$ cat src/rtl/clcg_sequencer_if.sv
// Valid/ready word channel from the CLCG sequencer to its consumer.
interface clcg_sequencer_if #(
  parameter int unsigned OUT_W = 8
);
  logic [OUT_W-1:0] rnd_data;
  logic             rnd_valid;
  logic             rnd_ready;

  modport master (output rnd_data, output rnd_valid, input rnd_ready);
  modport slave  (input rnd_data, input rnd_valid, output rnd_ready);
endinterface

$ cat src/rtl/clcg_sequencer.sv
// Sequences two 4-bit LCG datapaths as a combined-LCG bit source and packs
// the comparison bits into words, MSB first, over a valid/ready channel.
module clcg_sequencer #(
  parameter int unsigned OUT_W  = 8,
  parameter int unsigned WARMUP = 4
) (
  input  logic       clk1,
  input  logic       rst,
  input  logic       go,
  input  logic       stop,
  input  logic [3:0] x1,
  input  logic [3:0] x2,
  output logic       lcg_clr,
  output logic       lcg_start,
  output logic       lcg_ph1,
  output logic       lcg_ph2,
  output logic       busy,
  clcg_sequencer_if.master rnd
);

  localparam int unsigned BCW = $clog2(OUT_W) + 1;
  localparam int unsigned WCW = $clog2(WARMUP + 1) + 1;

  typedef enum logic [2:0] {
    S_IDLE  = 3'd0,
    S_CLR   = 3'd1,
    S_SEED1 = 3'd2,
    S_SEED2 = 3'd3,
    S_PH1   = 3'd4,
    S_PH2   = 3'd5,
    S_CMP   = 3'd6,
    S_WAIT  = 3'd7
  } state_t;

  state_t           r_state;
  state_t           w_state_nxt;
  logic             r_clr;
  logic             r_start;
  logic             r_ph1;
  logic             r_ph2;
  logic             r_busy;
  logic             r_valid;
  logic [OUT_W-1:0] r_data;
  logic [OUT_W-1:0] r_pack;
  logic [BCW-1:0]   r_bitcnt;
  logic [WCW-1:0]   r_warm;
  logic             w_bit;
  logic             w_warming;
  logic             w_last;
  logic             w_abort;
  logic [OUT_W-1:0] w_word;

  assign w_bit     = (x1 > x2);
  assign w_warming = (r_warm < WCW'(WARMUP));
  assign w_last    = (r_bitcnt == BCW'(OUT_W - 1));
  assign w_abort   = stop && (r_state != S_IDLE);
  assign w_word    = r_pack | (OUT_W'(w_bit) << (BCW'(OUT_W - 1) - r_bitcnt));

  always_comb begin
    w_state_nxt = r_state;
    unique case (r_state)
      S_IDLE:  if (go && !stop) w_state_nxt = S_CLR;
      S_CLR:   w_state_nxt = S_SEED1;
      S_SEED1: w_state_nxt = S_SEED2;
      S_SEED2: w_state_nxt = S_PH1;
      S_PH1:   w_state_nxt = S_PH2;
      S_PH2:   w_state_nxt = S_CMP;
      S_CMP:   w_state_nxt = (!w_warming && w_last) ? S_WAIT : S_PH1;
      S_WAIT:  if (rnd.rnd_ready) w_state_nxt = S_PH1;
      default: w_state_nxt = S_IDLE;
    endcase
    if (w_abort) w_state_nxt = S_IDLE;
  end

  // Strobes are decoded from the next state so they are flop outputs yet
  // still line up with the state they belong to.
  always_ff @(posedge clk1 or negedge rst) begin
    if (!rst) begin
      r_state <= S_IDLE;
      r_clr   <= 1'b0;
      r_start <= 1'b0;
      r_ph1   <= 1'b0;
      r_ph2   <= 1'b0;
      r_busy  <= 1'b0;
      r_valid <= 1'b0;
    end else begin
      r_state <= w_state_nxt;
      r_clr   <= (w_state_nxt == S_CLR);
      r_start <= (w_state_nxt == S_SEED1) || (w_state_nxt == S_SEED2);
      r_ph1   <= (w_state_nxt == S_SEED1) || (w_state_nxt == S_PH1);
      r_ph2   <= (w_state_nxt == S_SEED2) || (w_state_nxt == S_PH2);
      r_busy  <= (w_state_nxt != S_IDLE);
      r_valid <= (w_state_nxt == S_WAIT);
    end
  end

  always_ff @(posedge clk1 or negedge rst) begin
    if (!rst) begin
      r_data   <= '0;
      r_pack   <= '0;
      r_bitcnt <= '0;
      r_warm   <= '0;
    end else if (w_abort || (r_state == S_CLR)) begin
      r_pack   <= '0;
      r_bitcnt <= '0;
      r_warm   <= '0;
    end else if (r_state == S_CMP) begin
      if (w_warming) begin
        r_warm <= r_warm + WCW'(1);
      end else if (w_last) begin
        r_data   <= w_word;
        r_pack   <= '0;
        r_bitcnt <= '0;
      end else begin
        r_pack   <= w_word;
        r_bitcnt <= r_bitcnt + BCW'(1);
      end
    end
  end

  assign lcg_clr       = r_clr;
  assign lcg_start     = r_start;
  assign lcg_ph1       = r_ph1;
  assign lcg_ph2       = r_ph2;
  assign busy          = r_busy;
  assign rnd.rnd_data  = r_data;
  assign rnd.rnd_valid = r_valid;

endmodule

$ cat src/flat_wrapper.sv
// flat-port wrapper written by rule: the top's interface ports become plain ports
module clcg_sequencer_flat 
#(
  parameter int unsigned OUT_W  = 8,
  parameter int unsigned WARMUP = 4
)
  (clk1, rst, go, stop, x1, x2, lcg_clr, lcg_start, lcg_ph1, lcg_ph2, busy, rnd_rnd_data, rnd_rnd_valid, rnd_rnd_ready);
  clcg_sequencer_if #(.OUT_W(OUT_W)) rnd_i ();
  input  logic clk1;
  input  logic rst;
  input  logic go;
  input  logic stop;
  input  logic [3:0] x1;
  input  logic [3:0] x2;
  output logic lcg_clr;
  output logic lcg_start;
  output logic lcg_ph1;
  output logic lcg_ph2;
  output logic busy;
  output wire logic [$bits(rnd_i.rnd_data)-1:0] rnd_rnd_data;
  output wire logic [$bits(rnd_i.rnd_valid)-1:0] rnd_rnd_valid;
  input wire logic [$bits(rnd_i.rnd_ready)-1:0] rnd_rnd_ready;
  assign rnd_rnd_data = rnd_i.rnd_data;
  assign rnd_rnd_valid = rnd_i.rnd_valid;
  assign rnd_i.rnd_ready = rnd_rnd_ready;
  clcg_sequencer #(.OUT_W(OUT_W), .WARMUP(WARMUP)) u_core (.clk1(clk1), .rst(rst), .go(go), .stop(stop), .x1(x1), .x2(x2), .lcg_clr(lcg_clr), .lcg_start(lcg_start), .lcg_ph1(lcg_ph1), .lcg_ph2(lcg_ph2), .busy(busy), .rnd(rnd_i));
endmodule
$ cat config.mk
export PLATFORM = sky130hd
export DESIGN_NAME = clcg_sequencer_flat
export DESIGN_NICKNAME = d
export VERILOG_FILES = /design/src/rtl/clcg_sequencer_if.sv /design/src/rtl/clcg_sequencer.sv /design/src/flat_wrapper.sv
export SDC_FILE = /design/constraint.sdc
export NUM_CORES = 1
export LEC_CHECK = 0
export ABC_AREA = 1
export ABC_CLOCK_PERIOD_IN_PS = 1700
export CAP_MARGIN = 30
export CORE_UTILIZATION = 52
export CTS_BUF_LIST = sky130_fd_sc_hd__clkbuf_8 sky130_fd_sc_hd__clkbuf_16
export CTS_CLUSTER_SIZE = 16
export DETAILED_ROUTE_END_ITERATION = 6
export PLACE_DENSITY = 0.87
export SYNTH_ARGS = -nofsm -noshare
export SYNTH_HDL_FRONTEND = slang
export SYNTH_SLANG_ARGS = --single-unit
export TNS_END_PERCENT = 10
$ cat constraint.sdc
create_clock -name clk1 -period 1.7 [get_ports clk1]
set_input_delay 0.17 -clock clk1 [delete_from_list [all_inputs] [get_ports clk1]]
set_output_delay 0.17 -clock clk1 [all_outputs]
set_load 0.05 [all_outputs]
* Word-level counts from Yosys, hierarchy flattened *
Cells that the tools add are included.

operators by class
  $add $sub $neg = 3
  magnitude comparators = 2
  eq/ne operators = 15
  shift operators = 1
  muxes and demuxes = 16
  bitwise gates (word level) = 3
  reduce and logical (&&, ||, !) cells = 17

operators with widths
  cell                                                                          number
  8-bit two-way mux                                                             4
  4-bit two-way mux                                                             7
  3-bit case mux with 8 select lines                                            1
  3-bit equality test, second input constant                                    7
  3-bit by 2-bit equality test with 1-bit output, second input constant         4
  3-bit two-way mux                                                             3
  4-bit by 1-bit adder with 4-bit output, second input constant                 2
  8-bit OR                                                                      1
  1-bit by 4-bit << shifter with 8-bit output                                   1
  3-bit by 1-bit equality test with 1-bit output, second input constant         2
  3-bit nonzero test                                                            2
  4-bit by 3-bit equality test with 1-bit output, second input constant         1
  4-bit > comparator                                                            1
  1-bit logical OR                                                              4
  4-bit by 3-bit less-than comparator with 1-bit output, second input constant  1
  2-bit AND reduction                                                           2
  4-bit AND reduction                                                           1
  2-bit nonzero test                                                            2
  3-bit by 4-bit subtractor with 4-bit output, first input constant             1
  1-bit logical AND                                                             3
  3-bit logical NOT                                                             1
  1-bit logical NOT                                                             2
  2-bit two-way mux                                                             1
  2-bit != test, second input constant                                          1
  1-bit NOT                                                                     2

word-level totals
  register bits = 33
  bits of input ports = 13
  logic and storage cells = 68

* Depth between registers and ports, before layout *
Gate-level depths: netlist of run 1.

  word-level depth = 8
  gate-level depth with buffers = 13

* Worst setup path after synthesis of run 1 *
OpenSTA, ideal clock, no wires.

  path kind = reg-to-reg
  start = register u_core.r_state[0]
  end = register u_core.r_pack[1]
  setup time = 0.119 ns
  arrival time = 1.217 ns
  data required time = 1.581 ns
  path slack = 0.364 ns
  cell stages (with the launch flop) = 10
  clock period less this slack = 1.336 ns
  path through = dfrtp_1 > inv_2 > nand3_1 > nor2_4 > inv_2 > nand2_4 > inv_2 > nand2_1 > nand2_1 > and2_1

between the ends
  word-level cells in the longest chain between the ends = 5

ends and longest elaborated chain
  what                                                                         RTL line               source
  start: declaration                                                           clcg_sequencer.sv:35   state_t r_state;
  start signal: assignment                                                     clcg_sequencer.sv:87   r_state <= w_state_nxt;
  3-bit nonzero test                                                           clcg_sequencer.sv:56   assign w_abort = stop && (r_state != S_IDLE);
  1-bit logical AND                                                            clcg_sequencer.sv:56
  1-bit logical OR                                                             clcg_sequencer.sv:103  end else if (w_abort || (r_state == S_CLR)) begin
  2-bit != test (no source line) / 2-bit nonzero test (equally long branches)  --
  2-bit AND reduction (no source line)                                         --
  end signal: assignment                                                       clcg_sequencer.sv:115  r_pack <= w_word;
  end: declaration                                                             clcg_sequencer.sv:44   logic [OUT_W-1:0] r_pack;

Several ways; a longest one is shown, not always the timed one.
A chain may end at the register's enable or synchronous reset.

* Worst setup path in the final report of run 1 *
  start = register u_core.r_data[0], in the netlist u_core.rnd.rnd_data[0]
  end = output rnd_rnd_data[0]

RTL lines
  what                      RTL line               source
  start: declaration        clcg_sequencer.sv:43   logic [OUT_W-1:0] r_data;
  start signal: assignment  clcg_sequencer.sv:111  r_data <= w_word;
  end: declaration          flat_wrapper.sv:20     output wire logic [$bits(rnd_i.rnd_data)-1:0] rnd_rnd_data;

No word-level cell between the ends.

==> metrics.md, run 1 <==
| Metric | Value |
|---|---|
| Status | `completed` |
| Remaining DRCs | `0` |
| Largest net degree at the start of global routing | `34` |
| Proportion of total power due to net switching | `0.3318` |
| Gate count after technology mapping | `200` |
| Max-slew violation count | `0` |
| Share of the cycle needed by the critical path after routing | `0.9487` |
| Power share of the combinational group | `0.288` |
| Number of filler cells placed in the layout | `257` |
| Worst reg-to-reg setup slack | `160 ps` |
| Final-layout worst hold slack | `277.1 ps` |
| Aggregate global-route resource usage | `0.2108` |
| Root Driver | `sky130_fd_sc_hd__clkbuf_8` |
| Final WL | `3110 um` |
| Max stage delay cell, worst path | `sky130_fd_sc_hd__clkdlybuf4s50_1` |
| F_max | `between 600 and 700 MHz` |
| Worst path max stage delay | `~800 ps` |
| Startpoint of the worst register-to-register path | `u_core.r_state[0]` |
| Relative contribution of sequential cells to total power | `0.388` |
| Number of cells on the worst reg-to-reg path | `7` |
| Crit end category | `output pin` |
| Chain of cells forming the critical path | `clkdlybuf4s50_1` |
| Post-Route Skew | `roughly 6.3 ps` |
| Pint | `roughly 1.5 mW` |
| Slew of the pin with the lowest slew margin | `495.0 ps` |
| Most numerous cell types in the synthesized netlist | `sky130_fd_sc_hd__nand2_1, sky130_fd_sc_hd__dfrtp_1, sky130_fd_sc_hd__inv_1` |
| Critical path buffer and inverter count | `1` |
| Clock transition at the registers of the reported paths | `70 ps` |
| I/O pin count | `27` |
| Height of the chip | `58.72 um` |
| RSZ-0062 raised after global routing | `false` |
| Fraction of final layout cells sized beyond drive strength 1 | `0.1102` |
| Portion of the post-synthesis area used by sequential elements | `0.4936` |
| Starting Density | `0.5480` |
| Min-Delay Path Class | `input pin to asynchronous set/reset pin` |
| Count of hold buffers inserted by post-cts repair | `0` |
| Largest vdd supply drop | `0.8628 mV` |
| Biggest fanout along the worst timing path | `2` |
| Clock network power share | `0.324` |
| Switching Power | `0.7586 mW` |
| Setup Crit Path Kind | `flip-flop to output pin` |
| Drt via density | `4.750` |
| Largest cells by area after synthesis | `sky130_fd_sc_hd__dfrtp_1, sky130_fd_sc_hd__nand2_1, sky130_fd_sc_hd__inv_1` |
| Final Wtd Congestion | `0.8478` |
| Synth Net Count | `220` |
| PortBufs | `26` |
| Static leakage | `1.126 nW` |
| Via count of the first global-routing pass | `around 1.3k` |
| Number of max-capacitance violations reported | `0` |
| Number of nets with antenna violations after detailed routing | `0` |
| Gate family responsible for the most delay along the worst path | `buffers and inverters` |
| Layout area overhead | `26.70%` |
| Total negative slack for setup checks | `0 ps` |
| First-iteration detailed-routing DRC count | `28` |
| Startpoint types | `flip-flop` |
| Clock insertion delay at the later pin of the skew report | `280 ps` |
| Placement row count | `20` |
| Final hold viol count | `0` |
| Area share of the leading cell type in the synthesized netlist | `0.4936` |
| Cell type contributing the most total cell area after synthesis | `sky130_fd_sc_hd__dfrtp_1` |
| Placed wire-length estimate | `2246 um` |
| Number of antenna violations at the first check in global routing | `0` |
| Iteration count of the initial detailed-routing pass | `4` |
| Critical path data required time | `around 1500 ps` |
| Post-synthesis cell area | `~1700 um2` |
| Gr ovfl total | `0` |
| Post-synthesis register bit count | `33` |
| FFs w/ async S/R, synth | `1.000` |
| Global-route wire length before repair | `about 5300 um` |
| Power after layout | `2.286 mW` |
| Number of levels the H-tree was split into | `2` |
| Leading cell type by number of instances after synthesis | `sky130_fd_sc_hd__nand2_1` |
| Number of sinks driven by the clock tree | `33` |
| Worst endpoint data arrival time | `around 1400 ps` |
| Time the worst path needs with I/O delays and setup | `around 1600 ps` |
| Count of final setup violators | `0` |
| Avg WL per Cell | `roughly 11 um` |
| Top FF cell, synth | `sky130_fd_sc_hd__dfrtp_1` |
| Number of synthesized flops with an enable pin | `0` |
| Min setup slack post-route | `87.26 ps` |
| Ys Warns | `0` |
| Via Count | `approximately 1.3k` |
| Total CTS buffers | `5` |
| TritonCTS clock tree | `done` |
| Max_slew headroom | `0.6690` |
| Nets | `255` |
| Average cell area after synthesis | `8.364 um2` |
| Total power per unit cell area | `1079 nW/um2` |
| Resized Gates After CTS | `0` |
| Die Outline Area | `3448 um2` |
| Buffers inserted during post-CTS setup optimization | `0` |
| Placeable core region | `roughly 3100 um2` |
| Reg-to-reg endpoint | `u_core.rnd.rnd_data[7]` |
| DP Worst Slack | `-49.64 ps` |
| Buffers from clock root to sink, at most | `2` |
| Number of inserted diodes | `0` |
| Width of the die | `58.72 um` |
| Yosys cell types | `24` |
## cells by family after synthesis
group | count (synthesis) | synth area share
buffers and inverters | 36 | 0.08302
DFF | 33 | 0.4936
adders and majority gates | 7 | 0.05235
AOI/OAI and AO/OA | 20 | 0.07928
and+or+nand+nor | 104 | 0.2917
## worst max-delay path by stage
stage | start | endpoint | slack (ps) | cells past startpoint
3_5_place_dp | x2[3] | u_core.rnd.rnd_data[0] | -50 | 13
4_1_cts | u_core.rnd.rnd_data[6] | rnd_rnd_data[6] | 70 | 1
2_1_floorplan | u_core.r_state[0] | u_core.r_pack[1] | 360 | 9
6_report | u_core.rnd.rnd_data[0] | rnd_rnd_data[0] | 90 | 1
3_3_place_gp | x2[3] | u_core.r_pack[0] | -2 | 12
5_1_grt | u_core.r_state[0] | u_core.rnd.rnd_data[0] | 20 | 7
## metal layers
metal / vias to the layer above / GRT usage / wire length [um]
met5: - / 0 / 0
met4: 0 / 0.1020 / 61
li1: 689 / - / -
met3: 5 / 0.06154 / 139
met2: 31 / 0.3182 / 1407
met1: 605 / 0.2789 / 1501
## area by class of cell
class / instances / area (um2) / area share
sequential: 33 / 825.8 / 0.3896
clock buffer: 6 / 82.58 / 0.03896
timing repair buffer: 28 / 275.3 / 0.1299
multi-input combinational: 131 / 708.2 / 0.3341
clock inverter: 2 / 33.78 / 0.01594
inverter: 36 / 138.9 / 0.06553
tap: 44 / 55.05 / 0.02597
## through the flow
step,area [um2],instances,utilization
6_report,2120,280,0.6943
5_1_grt,2120,280,0.6943
4_1_cts,2120,280,0.6943
3_5_place_dp,2003,272,0.6561
3_3_place_gp,2003,272,0.6561
2_1_floorplan,1673,200,-
## power by group through the flow
stage | sequential, mW | clock (mW) | combinational, mW
6_report | 0.886 | 0.741 | 0.659
5_1_grt | 0.890 | 0.789 | 0.722
4_1_cts | 0.885 | 0.762 | 0.662
3_5_place_dp | 0.899 | 0 | 0.659
3_3_place_gp | 0.899 | 0 | 0.652
2_1_floorplan | 1.03 | 0 | 0.333
## layout by cell type, fill, tap and decap left out, types with 4 or more instances in the layout
cell                              count
sky130_fd_sc_hd__nand2_1             60
sky130_fd_sc_hd__o21a_1               4
sky130_fd_sc_hd__inv_1               29
sky130_fd_sc_hd__clkbuf_8             6
sky130_fd_sc_hd__ha_1                 7
sky130_fd_sc_hd__a21oi_1              5
sky130_fd_sc_hd__nand3_1              7
sky130_fd_sc_hd__and2_1               4
sky130_fd_sc_hd__nand4_1              4
sky130_fd_sc_hd__dfrtp_1             33
sky130_fd_sc_hd__o21bai_1             4
sky130_fd_sc_hd__nor2_1              20
sky130_fd_sc_hd__o21ai_0              5
sky130_fd_sc_hd__clkdlybuf4s50_1     26
sky130_fd_sc_hd__inv_2                6
## sequential cells by signal (all words and copies together) (netlist names)
signal,flops
u_core.r_bitcnt,4
u_core.r_pack,8
u_core.busy,1
u_core.r_warm,4
u_core.r_state,3
u_core.rnd.rnd_data,8
u_core.lcg_ph1,1
u_core.lcg_ph2,1
u_core.lcg_clr,1
u_core.rnd.rnd_valid,1
u_core.lcg_start,1
No activity file was read; power rests on OpenSTA's default activity.
==> inputs of run 2 (changes only) <==
--- a/config.mk
+++ b/config.mk
@@ -10,9 +10,10 @@
 export CAP_MARGIN = 30
 export CORE_UTILIZATION = 52
 export CTS_BUF_LIST = sky130_fd_sc_hd__clkbuf_8 sky130_fd_sc_hd__clkbuf_16
+export CTS_CLUSTER_DIAMETER = 100
 export CTS_CLUSTER_SIZE = 16
 export DETAILED_ROUTE_END_ITERATION = 6
-export PLACE_DENSITY = 0.87
+export PLACE_DENSITY_LB_ADDON = 0.2
 export SYNTH_ARGS = -nofsm -noshare
 export SYNTH_HDL_FRONTEND = slang
 export SYNTH_SLANG_ARGS = --single-unit
==> run 2 against run 1 <==
Against the previous run:
- non-clock buffer count grew 1
- via count grew 3.2%
- fmax is essentially flat
- total power shrank 2.6%
- global-route usage grew 0.21 points
- combinational power grew 5.3%
- register-to-register slack lost 30 ps
- clock skew shrank 1.3 ps
- critical endpoint is now rnd_rnd_data[6]
- largest power group unchanged
- highest routed layer unchanged
==> metrics.md, run 2 (same netlist as run 1, synthesis figures left out) <==
| Metric | Value |
|---|---|
| Number of nets with antenna violations after detailed routing | `0` |
| Worst path max stage delay | `820 ps` |
| Clock insertion delay at the later pin of the skew report | `280 ps` |
| Number of levels the H-tree was split into | `2` |
| Total power per unit cell area | `1054 nW/um2` |
| Clock network power share | `0.288` |
| Chain of cells forming the critical path | `clkdlybuf4s50_1` |
| Placed wire-length estimate | `2568 um` |
| Final hold viol count | `0` |
| Max stage delay cell, worst path | `sky130_fd_sc_hd__clkdlybuf4s50_1` |
| Min-Delay Path Class | `input pin to asynchronous set/reset pin` |
| Iteration count of the initial detailed-routing pass | `4` |
| Relative contribution of sequential cells to total power | `0.400` |
| Avg WL per Cell | `11.92 um` |
| Status | `completed` |
| Switching Power | `approximately 0.79 mW` |
| Gr ovfl total | `0` |
| Number of antenna violations at the first check in global routing | `0` |
| Cell area reported after detailed placement | `approximately 2000 um2` |
| Count of final setup violators | `0` |
| Worst endpoint data arrival time | `approximately 1400 ps` |
| Area taken by multi-input logic gates | `708.2 um2` |
| Critical path data required time | `1530 ps` |
| Final Wtd Congestion | `0.7913` |
| Static leakage | `1.122 nW` |
| Largest net degree at the start of global routing | `34` |
| Max_slew headroom | `0.6528` |
| Final cell area excluding filler cells | `approximately 2100 um2` |
| Buffers from clock root to sink, at most | `2` |
| Width of the die | `58.72 um` |
| PortBufs | `26` |
| Post-Route Skew | `just under 5 ps` |
| Register area | `825.8 um2` |
| Max-slew violation count | `0` |
| Most common library cell in the layout ignoring fill and taps | `sky130_fd_sc_hd__nand2_1` |
| Biggest fanout along the worst timing path | `2` |
| Final WL | `3349 um` |
| RSZ-0062 raised after global routing | `false` |
| Global-route wire length before repair | `5451 um` |
| Number of max-capacitance violations reported | `0` |
| Pint | `1.439 mW` |
| Proportion of total power due to net switching | `0.3538` |
| Root Driver | `sky130_fd_sc_hd__clkbuf_8` |
| Gate family responsible for the most delay along the worst path | `buffers and inverters` |
| Total CTS buffers | `5` |
| Drt via density | `4.883` |
| Slew of the pin with the lowest slew margin | `519.2 ps` |
| First-iteration detailed-routing DRC count | `roughly 40` |
| Via Count | `1372` |
| Setup Crit Path Kind | `flip-flop to output pin` |
| Fraction of final layout cells sized beyond drive strength 1 | `0.1181` |
| Critical path buffer and inverter count | `1` |
| Via count of the first global-routing pass | `1371` |
| Height of the chip | `~60 um` |
| Starting Density | `0.5480` |
| Share of the cycle needed by the critical path after routing | `0.9495` |
| Largest vdd supply drop | `0.7663 mV` |
| Placeable core region | `3053 um2` |
| Startpoint types | `flip-flop` |
| Number of filler cells placed in the layout | `268` |
| Most used cells in the layout excluding fill and tap cells | `sky130_fd_sc_hd__nand2_1, sky130_fd_sc_hd__dfrtp_1, sky130_fd_sc_hd__inv_1` |
| DP Worst Slack | `-51.61 ps` |
| Fraction of the core area covered by cells at the end of the flow | `0.6918` |
| Min setup slack post-route | `~86 ps` |
| Power share of the combinational group | `0.312` |
| TritonCTS clock tree | `done` |
| Resized Gates After CTS | `0` |
| Count of hold buffers inserted by post-cts repair | `0` |
| Time the worst path needs with I/O delays and setup | `1614 ps` |
| Die Outline Area | `3448 um2` |
| Placement row count | `20` |
| Layout area overhead | `26.25%` |
| Clock transition at the registers of the reported paths | `about 70 ps` |
| Aggregate global-route resource usage | `0.2130` |
| Number of sinks driven by the clock tree | `33` |
| I/O pin count | `27` |
| Nets | `256` |
| Remaining DRCs | `0` |
| Number of inserted diodes | `0` |
| F_max | `619.5 MHz` |
| Crit end category | `output pin` |
## run 2: changes by cell type in the layout (fill, tap and decap cells not counted)
cell and change:
sky130_fd_sc_hd__buf_4 +1, sky130_fd_sc_hd__bufinv_16 -1, sky130_fd_sc_hd__clkbuf_8 +1, sky130_fd_sc_hd__clkinv_2 +1, sky130_fd_sc_hd__inv_1 -1
## run 2: area by class of cell
class	count	share of cell area
Sequential cell	33	0.3910
Multi-Input combinational cell	131	0.3353
Timing Repair Buffer	29	0.1339
Inverter	36	0.06576
Clock buffer	7	0.04562
Tap cell	44	0.02607
Clock inverter	1	0.002370
## run 2: layer usage
| layer | vias up | part of all wire | routed length, um | global-route usage |
|---|---|---|---|---|
| li1 | 689 | - | - | - |
| met1 | 639 | 0.40 | 1327 | 0.2031 |
| met2 | 35 | 0.55 | 1831 | 0.4269 |
| met3 | 9 | 0.037 | 124 | 0.06154 |
| met4 | 0 | 0.019 | 65 | 0.06803 |
| met5 | - | 0 | 0 | 0 |
## run 2: path summary, 6_finish.rpt
kind	from	to	slack (ps)	cells after the start
setup / recovery	u_core.rnd.rnd_data[6]	rnd_rnd_data[6]	90	1
max in group asynchronous	rst	u_core.r_pack[6]	1110	2
min in group clk1	u_core.rnd.rnd_data[3]	u_core.rnd.rnd_data[3]	480	2
hold reg to reg	u_core.rnd.rnd_data[3]	u_core.rnd.rnd_data[3]	480	2
setup reg to reg	u_core.r_state[0]	u_core.r_pack[1]	130	8
hold / removal	rst	u_core.r_pack[5]	290	2
## run 2: power by group through the flow
stage | Sequential [mW] | Clock [mW] | Combinational [mW]
floorplan | 1.03 | 0 | 0.333
global placement | 0.899 | 0 | 0.645
detailed placement | 0.904 | 0 | 0.673
CTS | 0.891 | 0.651 | 0.675
global route | 0.895 | 0.680 | 0.760
finish | 0.891 | 0.641 | 0.694
## run 2: what timing repair did
action | in CTS | in global routing
endpoints found under the setup margin | 0 | 1
hold endpoints to repair | 0 | 0
buffers inserted | 0 | 1
## run 2: per-stage QoR
step           total power, mW  hold slack (ps)  std cells  setup TNS (ps)
2_1_floorplan            1.363           -125.6        200               0
3_3_place_gp             1.544            463.8        272          -95.19
3_5_place_dp             1.577            464.1        272          -378.0
4_1_cts                  2.216            319.9        280               0
5_1_grt                  2.335            343.2        281               0
6_report                 2.227            292.3        281               0
==> inputs of run 3 (changes only) <==
--- a/config.mk
+++ b/config.mk
@@ -6,10 +6,9 @@
 export NUM_CORES = 1
 export LEC_CHECK = 0
 export ABC_AREA = 1
-export ABC_CLOCK_PERIOD_IN_PS = 1700
-export CAP_MARGIN = 30
+export CAP_MARGIN = 0
 export CORE_UTILIZATION = 52
-export CTS_BUF_LIST = sky130_fd_sc_hd__clkbuf_8 sky130_fd_sc_hd__clkbuf_16
+export CTS_BUF_LIST = sky130_fd_sc_hd__clkbuf_16
 export CTS_CLUSTER_DIAMETER = 100
 export CTS_CLUSTER_SIZE = 16
 export DETAILED_ROUTE_END_ITERATION = 6
==> run 3 against run 2 <==
Against the previous run:
- critical path depth unchanged
- highest routed layer unchanged
- clock skew down 1.2 ps
- final cell count down 0.36%
==> metrics.md, run 3 (same netlist as run 1, synthesis figures left out) <==
| Metric | Value |
|---|---|
| Die Outline Area | `3448 um2` |
| Nets | `255` |
| Startpoint types | `flip-flop` |
| PortBufs | `26` |
| Count of final setup violators | `0` |
| Total CTS buffers | `5` |
| Max-slew violation count | `0` |
| Aggregate global-route resource usage | `0.2159` |
| Static leakage | `approximately 1.1 nW` |
| Number of levels the H-tree was split into | `2` |
| Fraction of final layout cells sized beyond drive strength 1 | `0.1059` |
| Number of sinks driven by the clock tree | `33` |
| I/O pin count | `27` |
| Time the worst path needs with I/O delays and setup | `around 1600 ps` |
| Remaining DRCs | `0` |
| Number of max-capacitance violations reported | `0` |
| Starting Density | `0.5480` |
| Switching Power | `between 0.8 and 0.9 mW` |
| Number of filler cells placed in the layout | `between 200 and 300` |
| Most common library cell in the layout ignoring fill and taps | `sky130_fd_sc_hd__nand2_1` |
| Via count of the first global-routing pass | `approximately 1.4k` |
| Placement row count | `20` |
| Height of the chip | `approximately 60 um` |
| Number of cells in the finished layout apart from fillers | `280` |
| Chain of cells forming the critical path | `clkdlybuf4s50_1` |
| Drt via density | `4.921` |
| TritonCTS clock tree | `done` |
| Min setup slack post-route | `96.91 ps` |
| Power share of the combinational group | `0.281` |
| Gate family responsible for the most delay along the worst path | `buffers and inverters` |
| Total power per unit cell area | `1118 nW/um2` |
| Setup Crit Path Kind | `flip-flop to output pin` |
| Number of placed cells counting well taps | `272` |
| Proportion of total power due to net switching | `0.3375` |
| Crit end category | `output pin` |
| Largest vdd supply drop | `0.9831 mV` |
| Max stage delay cell, worst path | `sky130_fd_sc_hd__clkdlybuf4s50_1` |
| Iteration count of the initial detailed-routing pass | `4` |
| Critical path data required time | `1530 ps` |
| Pint | `approximately 1.6 mW` |
| Most used cells in the layout excluding fill and tap cells | `sky130_fd_sc_hd__nand2_1, sky130_fd_sc_hd__dfrtp_1, sky130_fd_sc_hd__inv_1` |
| Placeable core region | `a little over 3000 um2` |
| Gr ovfl total | `0` |
| Via Count | `roughly 1.4k` |
| DP Worst Slack | `-51.61 ps` |
| F_max | `roughly 620 MHz` |
| Count of hold buffers inserted by post-cts repair | `0` |
| Avg WL per Cell | `between 10 and 15 um` |
| Largest net degree at the start of global routing | `34` |
| Status | `completed` |
| Post-Route Skew | `3.764 ps` |
| Buffers inserted during post-CTS setup optimization | `0` |
| Critical path buffer and inverter count | `1` |
| Total negative slack for setup checks | `0 ps` |
| Final hold viol count | `0` |
| Relative contribution of sequential cells to total power | `0.373` |
| Global-route wire length before repair | `5506 um` |
| Number of inserted diodes | `0` |
| Max_slew headroom | `0.6562` |
| Placed wire-length estimate | `2568 um` |
| RSZ-0062 raised after global routing | `false` |
| Layout area overhead | `27.97%` |
| Min-Delay Path Class | `input pin to asynchronous set/reset pin` |
| Resized Gates After CTS | `0` |
| Final WL | `3414 um` |
| Worst endpoint data arrival time | `between 1000 and 1500 ps` |
| Share of the cycle needed by the critical path after routing | `0.9430` |
| Width of the die | `between 50 and 60 um` |
| Final Wtd Congestion | `0.7913` |
| Clock network power share | `0.346` |
| Biggest fanout along the worst timing path | `1` |
| Clock insertion delay at the later pin of the skew report | `270 ps` |
| Number of antenna violations at the first check in global routing | `0` |
| Fraction of the core area covered by cells at the end of the flow | `0.7012` |
| Root Driver | `sky130_fd_sc_hd__clkbuf_16` |
| Worst path max stage delay | `between 800 and 900 ps` |
| Buffers from clock root to sink, at most | `2` |
| Number of nets with antenna violations after detailed routing | `0` |
| Clock transition at the registers of the reported paths | `50 ps` |
| First-iteration detailed-routing DRC count | `52` |
| Slew of the pin with the lowest slew margin | `514.1 ps` |
-- run 3: cell count changes in the layout (fill, tap and decap cells not counted), sizes merged --
| cell | before | now |
|---|---|---|
| clkbuf | 7 | 5 |
| clkinv | 2 | 4 |
| buf | 3 | 2 |
-- run 3: metrics by stage --
stage	cell area, um2	hold WS [ps]	total power [mW]
5_1_grt	2141	360.1	2.498
6_report	2141	306.9	2.394
3_5_place_dp	2003	464.1	1.577
3_3_place_gp	2003	463.8	1.544
2_1_floorplan	1673	-125.6	1.363
4_1_cts	2141	337.4	2.400
-- run 3: path summary, 6_finish.rpt --
path / start / endpoint / slack, ps / cells past startpoint
max: u_core.lcg_ph2 / lcg_ph2 / 100 / 1
min: rst / u_core.r_pack[5] / 310 / 2
max reg2reg: u_core.r_state[0] / u_core.rnd.rnd_data[2] / 130 / 7
min reg2reg: u_core.rnd.rnd_data[7] / u_core.rnd.rnd_data[7] / 470 / 2
max in group asynchronous: rst / u_core.r_bitcnt[2] / 1100 / 2
min in group clk1: u_core.rnd.rnd_data[7] / u_core.rnd.rnd_data[7] / 470 / 2
-- run 3: final cells by class --
class | count | area, um2 | share of cell area
well taps | 44 | 55.05 | 0.02572
inverters | 36 | 138.9 | 0.06487
clock inverters | 3 | 12.51 | 0.005845
repair buffers | 28 | 275.3 | 0.1286
multi-input cells | 131 | 708.2 | 0.3308
flip-flops and latches | 33 | 825.8 | 0.3857
clock buffers | 5 | 125.1 | 0.05845
-- run 3: worst reg2reg max path, cell delays in order, from the launching register on --
cell and delay, ps:
sky130_fd_sc_hd__dfrtp_1 430, sky130_fd_sc_hd__inv_2 120, sky130_fd_sc_hd__nand3_2 140, sky130_fd_sc_hd__a21oi_4 300, sky130_fd_sc_hd__nand4_4 230, sky130_fd_sc_hd__clkinv_2 170, sky130_fd_sc_hd__nand2_1 70, sky130_fd_sc_hd__nand2_1 50
-- run 3: layer usage --
layer | routed length (um) | share of wire | up-vias | track usage
li1 | - | - | 688 | -
met1 | 1370 | 0.40 | 652 | 0.2077
met2 | 1882 | 0.55 | 34 | 0.4237
met3 | 123 | 0.036 | 4 | 0.05055
met4 | 38 | 0.011 | 0 | 0.1020
met5 | 0 | 0 | - | 0
-- run 3: power groups by stage --
stage	Combinational, mW	Clock, mW	Sequential [mW]
final	0.673	0.828	0.893
after global placement	0.645	0	0.899
after detailed placement	0.673	0	0.904
after global routing	0.735	0.866	0.897
after floorplan	0.333	0	1.03
after CTS	0.675	0.833	0.892
